[src/rtl/sd_drive_arbiter.sv]
// One FDC sector request at a time, steered to one of NDRIVES hps_io SD ports; strobes and status are registered, buffer routing is 0-cycle.
// A req is taken only in IDLE (no queueing); `define SD_ARB_STATS_EN adds per-drive success counters (stat_count/stat_clr).
module sd_drive_arbiter #(
  parameter int NDRIVES = 2,
  parameter int DRV_W   = (NDRIVES > 1) ? $clog2(NDRIVES) : 1,
  parameter int BUF_AW  = 9,
  parameter int TO_W    = 24
) (
  input  logic                  clk_sys,
  input  logic                  reset,
  input  logic                  req,
  input  logic                  req_we,
  input  logic [DRV_W-1:0]      req_drive,
  input  logic [31:0]           req_lba,
  output logic                  busy,
  output logic                  done,
  output logic                  err,
  output logic [1:0]            err_code,
  output logic [BUF_AW-1:0]     fdc_buff_addr,
  output logic [7:0]            fdc_buff_dout,
  output logic                  fdc_buff_wr,
  input  logic [7:0]            fdc_buff_din,
  input  logic [NDRIVES-1:0]    img_mounted,
  input  logic                  img_readonly,
  input  logic [63:0]           img_size,
  output logic [NDRIVES-1:0]    mounted,
  output logic [32*NDRIVES-1:0] sd_lba,
  output logic [NDRIVES-1:0]    sd_rd,
  output logic [NDRIVES-1:0]    sd_wr,
  input  logic [NDRIVES-1:0]    sd_ack,
  input  logic [BUF_AW-1:0]     sd_buff_addr,
  input  logic [7:0]            sd_buff_dout,
  output logic [8*NDRIVES-1:0]  sd_buff_din,
  input  logic                  sd_buff_wr
`ifdef SD_ARB_STATS_EN
  ,
  output logic [16*NDRIVES-1:0] stat_count,
  input  logic                  stat_clr
`endif
);

  typedef enum logic [1:0] {S_IDLE, S_REQ, S_XFER} state_t;
  state_t state, state_nxt;

  logic [NDRIVES-1:0] ro;
  logic [DRV_W-1:0]   drv;
  logic               we;
  logic [TO_W-1:0]    to_cnt;

  logic drv_in_range, ack_sel, timeout;
  logic accept, rej_unmounted, rej_readonly, finish, tmo_err;

  assign drv_in_range = ({{(32-DRV_W){1'b0}}, req_drive} < 32'(NDRIVES));
  assign ack_sel      = sd_ack[drv];
  assign timeout      = &to_cnt;

  always_ff @(posedge clk_sys or posedge reset) begin
    if (reset) state <= S_IDLE;
    else       state <= state_nxt;
  end

  always_comb begin
    state_nxt     = state;
    accept        = 1'b0;
    rej_unmounted = 1'b0;
    rej_readonly  = 1'b0;
    finish        = 1'b0;
    tmo_err       = 1'b0;
    case (state)
      S_IDLE: begin
        if (req) begin
          if (!drv_in_range || !mounted[req_drive]) begin
            rej_unmounted = 1'b1;
          end else if (req_we && ro[req_drive]) begin
            rej_readonly = 1'b1;
          end else begin
            accept    = 1'b1;
            state_nxt = S_REQ;
          end
        end
      end
      S_REQ: begin
        if (timeout) begin
          tmo_err   = 1'b1;
          state_nxt = S_IDLE;
        end else if (ack_sel) begin
          state_nxt = S_XFER;
        end
      end
      S_XFER: begin
        // A completed handshake wins over a timeout landing on the same cycle.
        if (!ack_sel) begin
          finish    = 1'b1;
          state_nxt = S_IDLE;
        end else if (timeout) begin
          tmo_err   = 1'b1;
          state_nxt = S_IDLE;
        end
      end
      default: state_nxt = S_IDLE;
    endcase
  end

  always_comb begin
    busy          = (state != S_IDLE);
    sd_rd         = '0;
    sd_wr         = '0;
    fdc_buff_addr = '0;
    fdc_buff_dout = '0;
    fdc_buff_wr   = 1'b0;
    sd_buff_din   = '0;
    if (state == S_REQ) begin
      if (we) sd_wr[drv] = 1'b1;
      else    sd_rd[drv] = 1'b1;
    end
    if (state == S_XFER) begin
      fdc_buff_addr = sd_buff_addr;
      if (!we && ack_sel) begin
        fdc_buff_dout = sd_buff_dout;
        fdc_buff_wr   = sd_buff_wr;
      end
      if (we) sd_buff_din[8*drv +: 8] = fdc_buff_din;
    end
  end

  always_ff @(posedge clk_sys or posedge reset) begin
    if (reset) begin
      drv      <= '0;
      we       <= 1'b0;
      to_cnt   <= '0;
      done     <= 1'b0;
      err      <= 1'b0;
      err_code <= 2'd0;
      sd_lba   <= '0;
      mounted  <= '0;
      ro       <= '0;
    end else begin
      done <= finish;
      err  <= rej_unmounted | rej_readonly | tmo_err;
      if (accept) begin
        drv                      <= req_drive;
        we                       <= req_we;
        err_code                 <= 2'd0;
        sd_lba[32*req_drive +: 32] <= req_lba;
      end else if (rej_unmounted) begin
        err_code <= 2'd1;
      end else if (rej_readonly) begin
        err_code <= 2'd2;
      end else if (tmo_err) begin
        err_code <= 2'd3;
      end
      // Any buffer strobe proves hps_io is alive, so it restarts the watchdog.
      if (state == S_IDLE || sd_buff_wr) to_cnt <= '0;
      else                               to_cnt <= to_cnt + 1'b1;
      for (int i = 0; i < NDRIVES; i++) begin
        if (img_mounted[i]) begin
          mounted[i] <= |img_size;
          ro[i]      <= img_readonly;
        end
      end
    end
  end

`ifdef SD_ARB_STATS_EN
  logic [15:0] stat_cnt [NDRIVES];

  always_ff @(posedge clk_sys or posedge reset) begin
    if (reset) begin
      for (int i = 0; i < NDRIVES; i++) stat_cnt[i] <= '0;
    end else if (stat_clr) begin
      for (int i = 0; i < NDRIVES; i++) stat_cnt[i] <= '0;
    end else if (finish && stat_cnt[drv] != 16'hFFFF) begin
      stat_cnt[drv] <= stat_cnt[drv] + 16'd1;
    end
  end

  always_comb begin
    stat_count = '0;
    for (int i = 0; i < NDRIVES; i++) stat_count[16*i +: 16] = stat_cnt[i];
  end
`endif

endmodule

[config.mk]
export PLATFORM = sky130hd
export DESIGN_NAME = sd_drive_arbiter
export DESIGN_NICKNAME = d
export VERILOG_FILES = /design/src/rtl/sd_drive_arbiter.sv
export SDC_FILE = /design/constraint.sdc
export NUM_CORES = 1
export LEC_CHECK = 0
export CAP_MARGIN = 15
export CELL_PAD_IN_SITES_DETAIL_PLACEMENT = 1
export CELL_PAD_IN_SITES_GLOBAL_PLACEMENT = 1
export CORE_MARGIN = 5
export CORE_UTILIZATION = 32
export CTS_CLUSTER_DIAMETER = 50
export DETAILED_ROUTE_END_ITERATION = 8
export PLACE_DENSITY_LB_ADDON = 0.1
export REMOVE_ABC_BUFFERS = 1
export SYNTH_ARGS = -nofsm -noshare
export SYNTH_HDL_FRONTEND = slang
export SYNTH_SLANG_ARGS = --single-unit
[constraint.sdc]
create_clock -name clk_sys -period 8.2 [get_ports clk_sys]
set_input_delay 2.05 -clock clk_sys [delete_from_list [all_inputs] [get_ports clk_sys]]
set_output_delay 2.05 -clock clk_sys [all_outputs]
set_load 0.05 [all_outputs]
=== Yosys cells after proc, flatten, opt, wreduce, memory -nomap -nowiden ===
Index checks and enable logic that the tools add are counted.

* Output and inout bits: 109
* Word-level logic and storage cells: 92
* Flip-flop bits (word level): 100

* Shifts and indexed selects: 4
* Reduce and logical (&&, ||, !) cells: 11
* Muxes and demuxes: 49
* Equality and inequality tests: 7
* Add/sub/neg operators: 3
* Magnitude comparators: 3
* Bitwise logic cells: 3

{| class="wikitable"
|+ Operator list
! operator !! number
|-
| 64-bit bitwise mux || 1
|-
| 64-bit OR reduction || 1
|-
| 32-bit by 34-bit variable shift with 64-bit output, first input constant || 1
|-
| 32-bit by 34-bit variable part select with 64-bit output || 1
|-
| 4-bit negation with 34-bit output || 1
|-
| 6-bit negation with 34-bit output || 1
|-
| 8-bit by 34-bit variable shift with 16-bit output, first input constant || 1
|-
| 8-bit by 34-bit variable part select with 16-bit output || 1
|-
| 16-bit two-way mux || 2
|-
| 2-bit two-way mux || 15
|-
| 24-bit by 1-bit adder with 24-bit output, second input constant || 1
|-
| 1-bit two-way mux || 24
|-
| 24-bit two-way mux || 1
|-
| 24-bit AND reduction || 1
|-
| 16-bit AND || 1
|-
| 8-bit two-way mux || 2
|-
| 9-bit two-way mux || 1
|-
| 2-bit != test, second input constant || 3
|-
| 3-bit != test, second input constant || 2
|-
| 2-bit case mux with 3 select lines || 1
|-
| 5-bit AND reduction || 1
|-
| 1-bit by 2-bit less-than comparator with 1-bit output, second input constant || 2
|-
| 4-bit nonzero test || 1
|-
| 1-bit logical AND || 3
|-
| 10 further kinds || 11
|}

=== Depth between registers and ports, before layout ===
Gate-level depths: netlist of run 1.

* Depth in word-level cells: 10
* Gate-level depth with buffers: 7
* Mapped depth without buffers: 6

=== Worst setup path before layout of run 1 ===
Ideal clock, no wire load.

* Kind: input to output
* From: input sd_ack[1]
* To: output fdc_buff_dout[0]
* Setup slack: 3.137 ns
* Data arrival time: 3.013 ns
* Path buffers: 1
* Stages: 4
* Required time: 6.150 ns
* Path through: mux2i_1 > nor2b_1 > clkbuf_1 > and3_1

* Longest elaborated chain between the ends: 5

{| class="wikitable"
|+ RTL lines
! item !! line !! source
|-
| from (decl) || 30 || <nowiki>input logic [NDRIVES-1:0] sd_ack,</nowiki>
|-
| 1-bit two-way mux (implied by the code) (2 in a row) || 54 || <nowiki>assign ack_sel = sd_ack[drv];</nowiki>
|-
| 1-bit logical AND || 118 || <nowiki>if (!we && ack_sel) begin</nowiki>
|-
| 8-bit two-way mux || 118 ||
|-
| 8-bit two-way mux || 116 || <nowiki>if (state == S_XFER) begin</nowiki>
|-
| to (decl) || 20 || <nowiki>output logic [7:0] fdc_buff_dout,</nowiki>
|}

No other way between the ends. The select of a mux whose other input is x is not followed.

=== Worst setup path in the final report of run 1 ===
* From: input sd_ack[1]
* To: output fdc_buff_dout[5]

Same word-level chain as after synthesis.

==> results of run 1 <==
metrics by stage:
| step | instance area, sq um | hold slack [ns] | total power (uW) | util, % | std cells |
|---|---|---|---|---|---|
| after global routing | 7390 | 0.519 | 2850 | 53.1 | 809 |
| after detailed placement | 7090 | 0.477 | 2310 | 50.9 | 793 |
| after global placement | 7090 | 0.468 | 2280 | 50.9 | 793 |
| final | 7390 | 0.492 | 2720 | 53.1 | 809 |
| after floorplan | 4460 | 0.455 | 1730 | - | 372 |
| after CTS | 7390 | 0.499 | 2760 | 53.1 | 809 |
metal layers:
metal,global-route usage [%],wire [microns],share of wire [%],vias to the layer above
li1,-,-,-,1821
met1,20.9,5810,37,1917
met2,33.7,8200,53,97
met3,8.08,1280,8.3,18
met4,4.57,223,1.4,0
met5,0,0,0,-
kinds of logic after synthesis:
group	count (synthesis)	share of synthesized area [%]
AO/OA/AOI/OAI	18	2.39
multiplexers	69	17.0
adder cells (fa/ha/maj)	4	1.10
AND/OR/NAND/NOR	152	17.7
XOR/XNOR	21	4.04
flip-flops	100	54.9
buffers and inverters	23	2.88
area by class of cell:
cell class	count	area (sq um)
inverter	8	32.5
multi-input combinational	264	1920
fill	1477	6540
tap	180	225
timing repair buffer	241	2410
clock inverter	6	71.3
sequential	100	2500
clock buffer	10	229
state kept, by name, indices dropped and copies added, names as in the netlist:
| signal | cells |
|---|---|
| drv | 1 |
| state | 2 |
| we | 1 |
| done | 1 |
| ro | 2 |
| mounted | 2 |
| sd_lba | 64 |
| err | 1 |
| to_cnt | 24 |
| err_code | 2 |
layout by cell type, fill, tap and decap left out, drive strengths merged, types with 11 or more instances in the layout:
| cell | instances |
|---|---|
| and3 | 15 |
| nor4 | 19 |
| mux2 | 67 |
| clkdlybuf4s50 | 240 |
| dfrtp | 100 |
| xor2 | 14 |
| nor2 | 53 |
| nand2 | 20 |
| nand4 | 11 |
power by group:
group	total [uW]	leakage [uW]	switching [uW]	internal [uW]
Clock	430	0.000145	190	240
Combinational	1520	0.00162	976	540
Sequential	773	0.00124	99.9	673
worst paths after layout:
| check | startpoint | end | slack (ns) | cells past startpoint |
|---|---|---|---|---|
| max | sd_ack[1] | fdc_buff_dout[5] | 1.90 | 5 |
| min | to_cnt[0] | to_cnt[0] | 0.49 | 1 |
| max reg2reg | ro[1] | sd_lba[4] | 5.70 | 5 |
| min reg2reg | to_cnt[0] | to_cnt[0] | 0.49 | 1 |
| max in group asynchronous | reset | sd_lba[55] | 4.93 | 3 |
| min in group asynchronous | reset | to_cnt[13] | 2.04 | 2 |
critical path, delay by kind of cell:
| kind | cells | cell delay, ns |
|---|---|---|
| mux | 1 | 0.13 |
| buf+inv | 2 | 1.27 |
| simple gates | 2 | 0.79 |
==> impl_metrics.env, run 1 <==
export IMPL_clkSlewWorstSetupHoldPaths_ns=0.07
export IMPL_grt_pass1_vias=4377
export IMPL_synth_cell_types=38
export IMPL_drcViolationCount=0
export IMPL_ys_seq_area_share_pct=54.9
export IMPL_antenna_found_initial=0
export IMPL_async_flop_share_pct=100
export IMPL_root_buffer="clkbuf_16"
export IMPL_syn_inst=387
export IMPL_worst_slack_ns=1.90
export IMPL_start_util_pct=32.7
export IMPL_num_antenna_cells=0
export IMPL_wire_per_inst_microns=19.2
export IMPL_place_congestion=0.814
export IMPL_io_buffers=240
export IMPL_vdd_drop_max_v=0.000207
export IMPL_synth_top_area_share_pct=54.9
export IMPL_io_pin_count=241
export IMPL_cts_hold_buf=0
export IMPL_die_y_microns=129
export IMPL_cp_max_fo=12
export IMPL_dpl_hpwl_microns=12100
export IMPL_gr_usage_all_layers_pct=18.9
export IMPL_hold_violations=0
export IMPL_synth_top_area_cell="dfrtp_1"
export IMPL_clock_sinks=100
export IMPL_htreeDepth=3
export IMPL_finalSetupViolations=0
export IMPL_wl_microns=15500
export IMPL_hold_class="reg2reg"
export IMPL_drv_cap=0
export IMPL_cts_buffers=9
export IMPL_crit_top_cell="clkdlybuf4s50_1"
export IMPL_post_route_min_period_ns=6.30
export IMPL_cts_tree="yes"
export IMPL_synth_edf_count=0
export IMPL_via_per_inst=4.76
export IMPL_rows=43
export IMPL_run_status="finished, final reports clean"
export IMPL_clkLatencyLatePin_ns=0.34
export IMPL_fmax_mhz=159
export IMPL_num_vias=3853
export IMPL_synthToLayoutAreaGrowth_pct=62.2
export IMPL_cp_start_kind="primary input"
export IMPL_cts_resized_gates=0
export IMPL_tightest_slew_ns=1.08
export IMPL_syn_area_per_cell_sq_um=11.8
export IMPL_synth_area_sq_um=4560
export IMPL_slew_headroom_pct=27.6
export IMPL_crit_chain="clkdlybuf4s50_1 -> mux2i_1 -> nor2b_1 -> and3_1 -> clkdlybuf4s50_1"
export IMPL_slowest_delay_ns=0.81
export IMPL_slowest_stage="clkdlybuf4s50_1"
export IMPL_crit_type="in2out"
export IMPL_synth_seq_cells=100
export IMPL_p_per_area_nw_per_um2=368
export IMPL_ys_warn_count=0
export IMPL_synthTopCellsByCount="100 x dfrtp_1, 66 x mux2_2, 51 x nor2_1, 20 x nand2_1, 18 x nor4_1"
export IMPL_yosysMostFrequentCell="dfrtp_1"
export IMPL_rsz0062_at_grt="no"
export IMPL_clockBufferDepth=2
export IMPL_drt_iter0_markers=121
export IMPL_synthTopCellsByArea="dfrtp_1 55%, mux2_2 16%, nor2_1 4.2%"
export IMPL_grt_first_pass_wirelength_microns=24400
export IMPL_fp_dieW_microns=129
export IMPL_grt_max_degree=74
export IMPL_grt_ovfl_total=0
export IMPL_final_nets=760
export IMPL_post_cts_setup_buffers=0
export IMPL_fin_setup_tns_ns=0
export IMPL_drt_pass1_iter_count=4
export IMPL_skew_ns=0.00902
export IMPL_core_area_sq_um=13900
export IMPL_die_area_sq_um=16700
export IMPL_period_share_pct=76.8
export IMPL_ys_flop_type="dfrtp_1"
export IMPL_p_leak_uw=0.00300
export IMPL_drtAntennaViolNets=0
export IMPL_drive_gt1_share_pct=14.5
export IMPL_cp_arrival_ns=4.25
export IMPL_critical_path_endpoint_type="output port"
export IMPL_critPathRequiredTime_ns=6.15
export IMPL_pre_cts_ws_ns=1.92
export IMPL_slew_viol_final=0
Note: power is estimated with default switching activity, not from simulation.
==> run 2, diff against run 1 <==
- CORE_UTILIZATION: 32 -> 27
- clock period: 8.2 -> 5.3 ns (I/O delays scaled with it)
==> run 2 against run 1 <==
Compared with the run above:
- critical path depth stayed put
- core utilization is 8.2 points lower
- die area is 17% higher
- largest cell class unchanged
- highest routed layer unchanged
==> impl_metrics.env, run 2 (synthesized netlist as in run 1, its figures left out) <==
export IMPL_use_met1_pct=17.4
export IMPL_grt_first_pass_wirelength_microns=24500
export IMPL_cp_arrival_ns=3.50
export IMPL_slew_viol_final=0
export IMPL_hold_class="reg2reg"
export IMPL_fin_setup_tns_ns=0
export IMPL_slowest_stage="clkdlybuf4s50_1"
export IMPL_drive_gt1_share_pct=14.8
export IMPL_num_vias=3884
export IMPL_grt_pass1_vias=4390
export IMPL_core_area_sq_um=16600
export IMPL_start_util_pct=27.5
export IMPL_post_cts_setup_buffers=0
export IMPL_nFillCells=1798
export IMPL_r2r_cells=6
export IMPL_r2r_end="sd_lba[29]"
export IMPL_p_leak_uw=0.00299
export IMPL_skew_ns=0.00804
export IMPL_p_total_uw=4150
export IMPL_register_area_sq_um=2500
export IMPL_grt_max_degree=72
export IMPL_htreeDepth=3
export IMPL_cts_buffers=9
export IMPL_drcViolationCount=0
export IMPL_cp_start_kind="primary input"
export IMPL_cts_hold_buf=0
export IMPL_drv_cap=0
export IMPL_io_buffers=240
export IMPL_timing_rr_start="ro[1]"
export IMPL_die_area_sq_um=19600
export IMPL_min_from="to_cnt[0]"
export IMPL_gr_usage_all_layers_pct=15.6
export IMPL_tightest_slew_ns=0.894
export IMPL_crit_top_cell="clkdlybuf4s50_1"
export IMPL_vdd_drop_max_v=0.000429
export IMPL_drtAntennaViolNets=0
export IMPL_hold_violations=0
export IMPL_critical_path_endpoint_type="output port"
export IMPL_grt_util_met2_pct=27.2
export IMPL_min_to="to_cnt[0]"
export IMPL_cp_max_fo=12
export IMPL_finalSetupViolations=0
export IMPL_drt_pass1_iter_count=4
export IMPL_crit_chain="clkdlybuf4s50_1 -> mux2i_1 -> nor2b_1 -> and3_1 -> clkdlybuf4s50_1"
export IMPL_grt_ovfl_total=0
export IMPL_run_status="finished, final reports clean"
export IMPL_drt_iter0_markers=121
export IMPL_rrSetupSlack_ns=3.07
export IMPL_clock_sinks=100
export IMPL_rows=47
export IMPL_antenna_found_initial=1
export IMPL_cts_resized_gates=0
export IMPL_rsz0062_at_grt="no"
export IMPL_wl_microns=15200
export IMPL_via_per_inst=4.56
export IMPL_fmax_mhz=207
export IMPL_die_y_microns=140
export IMPL_period_share_pct=91.0
export IMPL_final_nets=762
export IMPL_post_route_min_period_ns=4.82
export IMPL_root_buffer="clkbuf_16"
export IMPL_fp_dieW_microns=140
export IMPL_final_cell_mix="240 x clkdlybuf4s50_1, 100 x dfrtp_1, 66 x mux2_2"
export IMPL_worst_slack_ns=0.475
export IMPL_crit_type="in2out"
export IMPL_clockBufferDepth=2
export IMPL_critPathRequiredTime_ns=3.97
export IMPL_reg_top3="sd_lba x64, to_cnt x24"
export IMPL_critical_path_top_delay_family="buffers and inverters"
export IMPL_slew_headroom_pct=40.4
export IMPL_synthToLayoutAreaGrowth_pct=63.2
export IMPL_clkSlewWorstSetupHoldPaths_ns=0.06
export IMPL_multi_input_area_sq_um=1920
export IMPL_min_path_cells=1
export IMPL_final_util_pct=44.8
export IMPL_busiest_layer="met2"
export IMPL_final_common_cell="clkdlybuf4s50_1"
export IMPL_wire_per_inst_microns=17.9
export IMPL_dpl_hpwl_microns=11900
export IMPL_place_congestion=0.798
export IMPL_slowest_delay_ns=0.81
export IMPL_largest_register="sd_lba"
export IMPL_cts_tree="yes"
export IMPL_p_per_area_nw_per_um2=558
export IMPL_io_pin_count=241
export IMPL_largest_register_ff_count=64
export IMPL_critPathBufInv=2
export IMPL_pre_cts_ws_ns=0.463
export IMPL_clkLatencyLatePin_ns=0.34
export IMPL_grt_met3_usage_pct=7.70
run 2: worst max-delay path by stage:
stage,startpoint,endpoint,slack (ns),cells past startpoint
global placement,sd_ack[1],fdc_buff_wr,0.54,5
floorplan,reset,done,1.36,1
CTS,sd_ack[1],fdc_buff_dout[5],0.45,5
global route,sd_ack[0],fdc_buff_dout[0],0.33,5
finish,sd_ack[1],fdc_buff_dout[5],0.48,5
detailed placement,sd_ack[1],fdc_buff_dout[5],0.46,5
run 2: through the flow:
step                hold slack [ns]  instance area (sq um)  std cells
finish                        0.496                   7440        851
global route                  0.521                   7440        851
CTS                           0.496                   7430        850
detailed placement            0.487                   7160        835
global placement              0.470                   7160        835
floorplan                     0.455                   4460        372
run 2: report_power, final:
group          switching, uW  internal [uW]
clock network            284            330
logic                   1500            837
registers                155           1040
total                   1940           2210
run 2: metal layers:
layer  vias to the layer above  wire, microns
li1                       1830              -
met4                         0            124
met1                      1930           5900
met3                         9           1380
met5                         -              0
met2                       115           7820
run 2: final cells by class:
type | instances | share of cell area (%)
Clock inverter | 5 | 0.505
Clock buffer | 10 | 3.21
Timing Repair Buffer | 243 | 32.6
Multi-Input combinational cell | 264 | 25.9
Sequential cell | 100 | 33.6
Tap cell | 220 | 3.70
Inverter | 8 | 0.437
Antenna cell | 1 | 0.0336
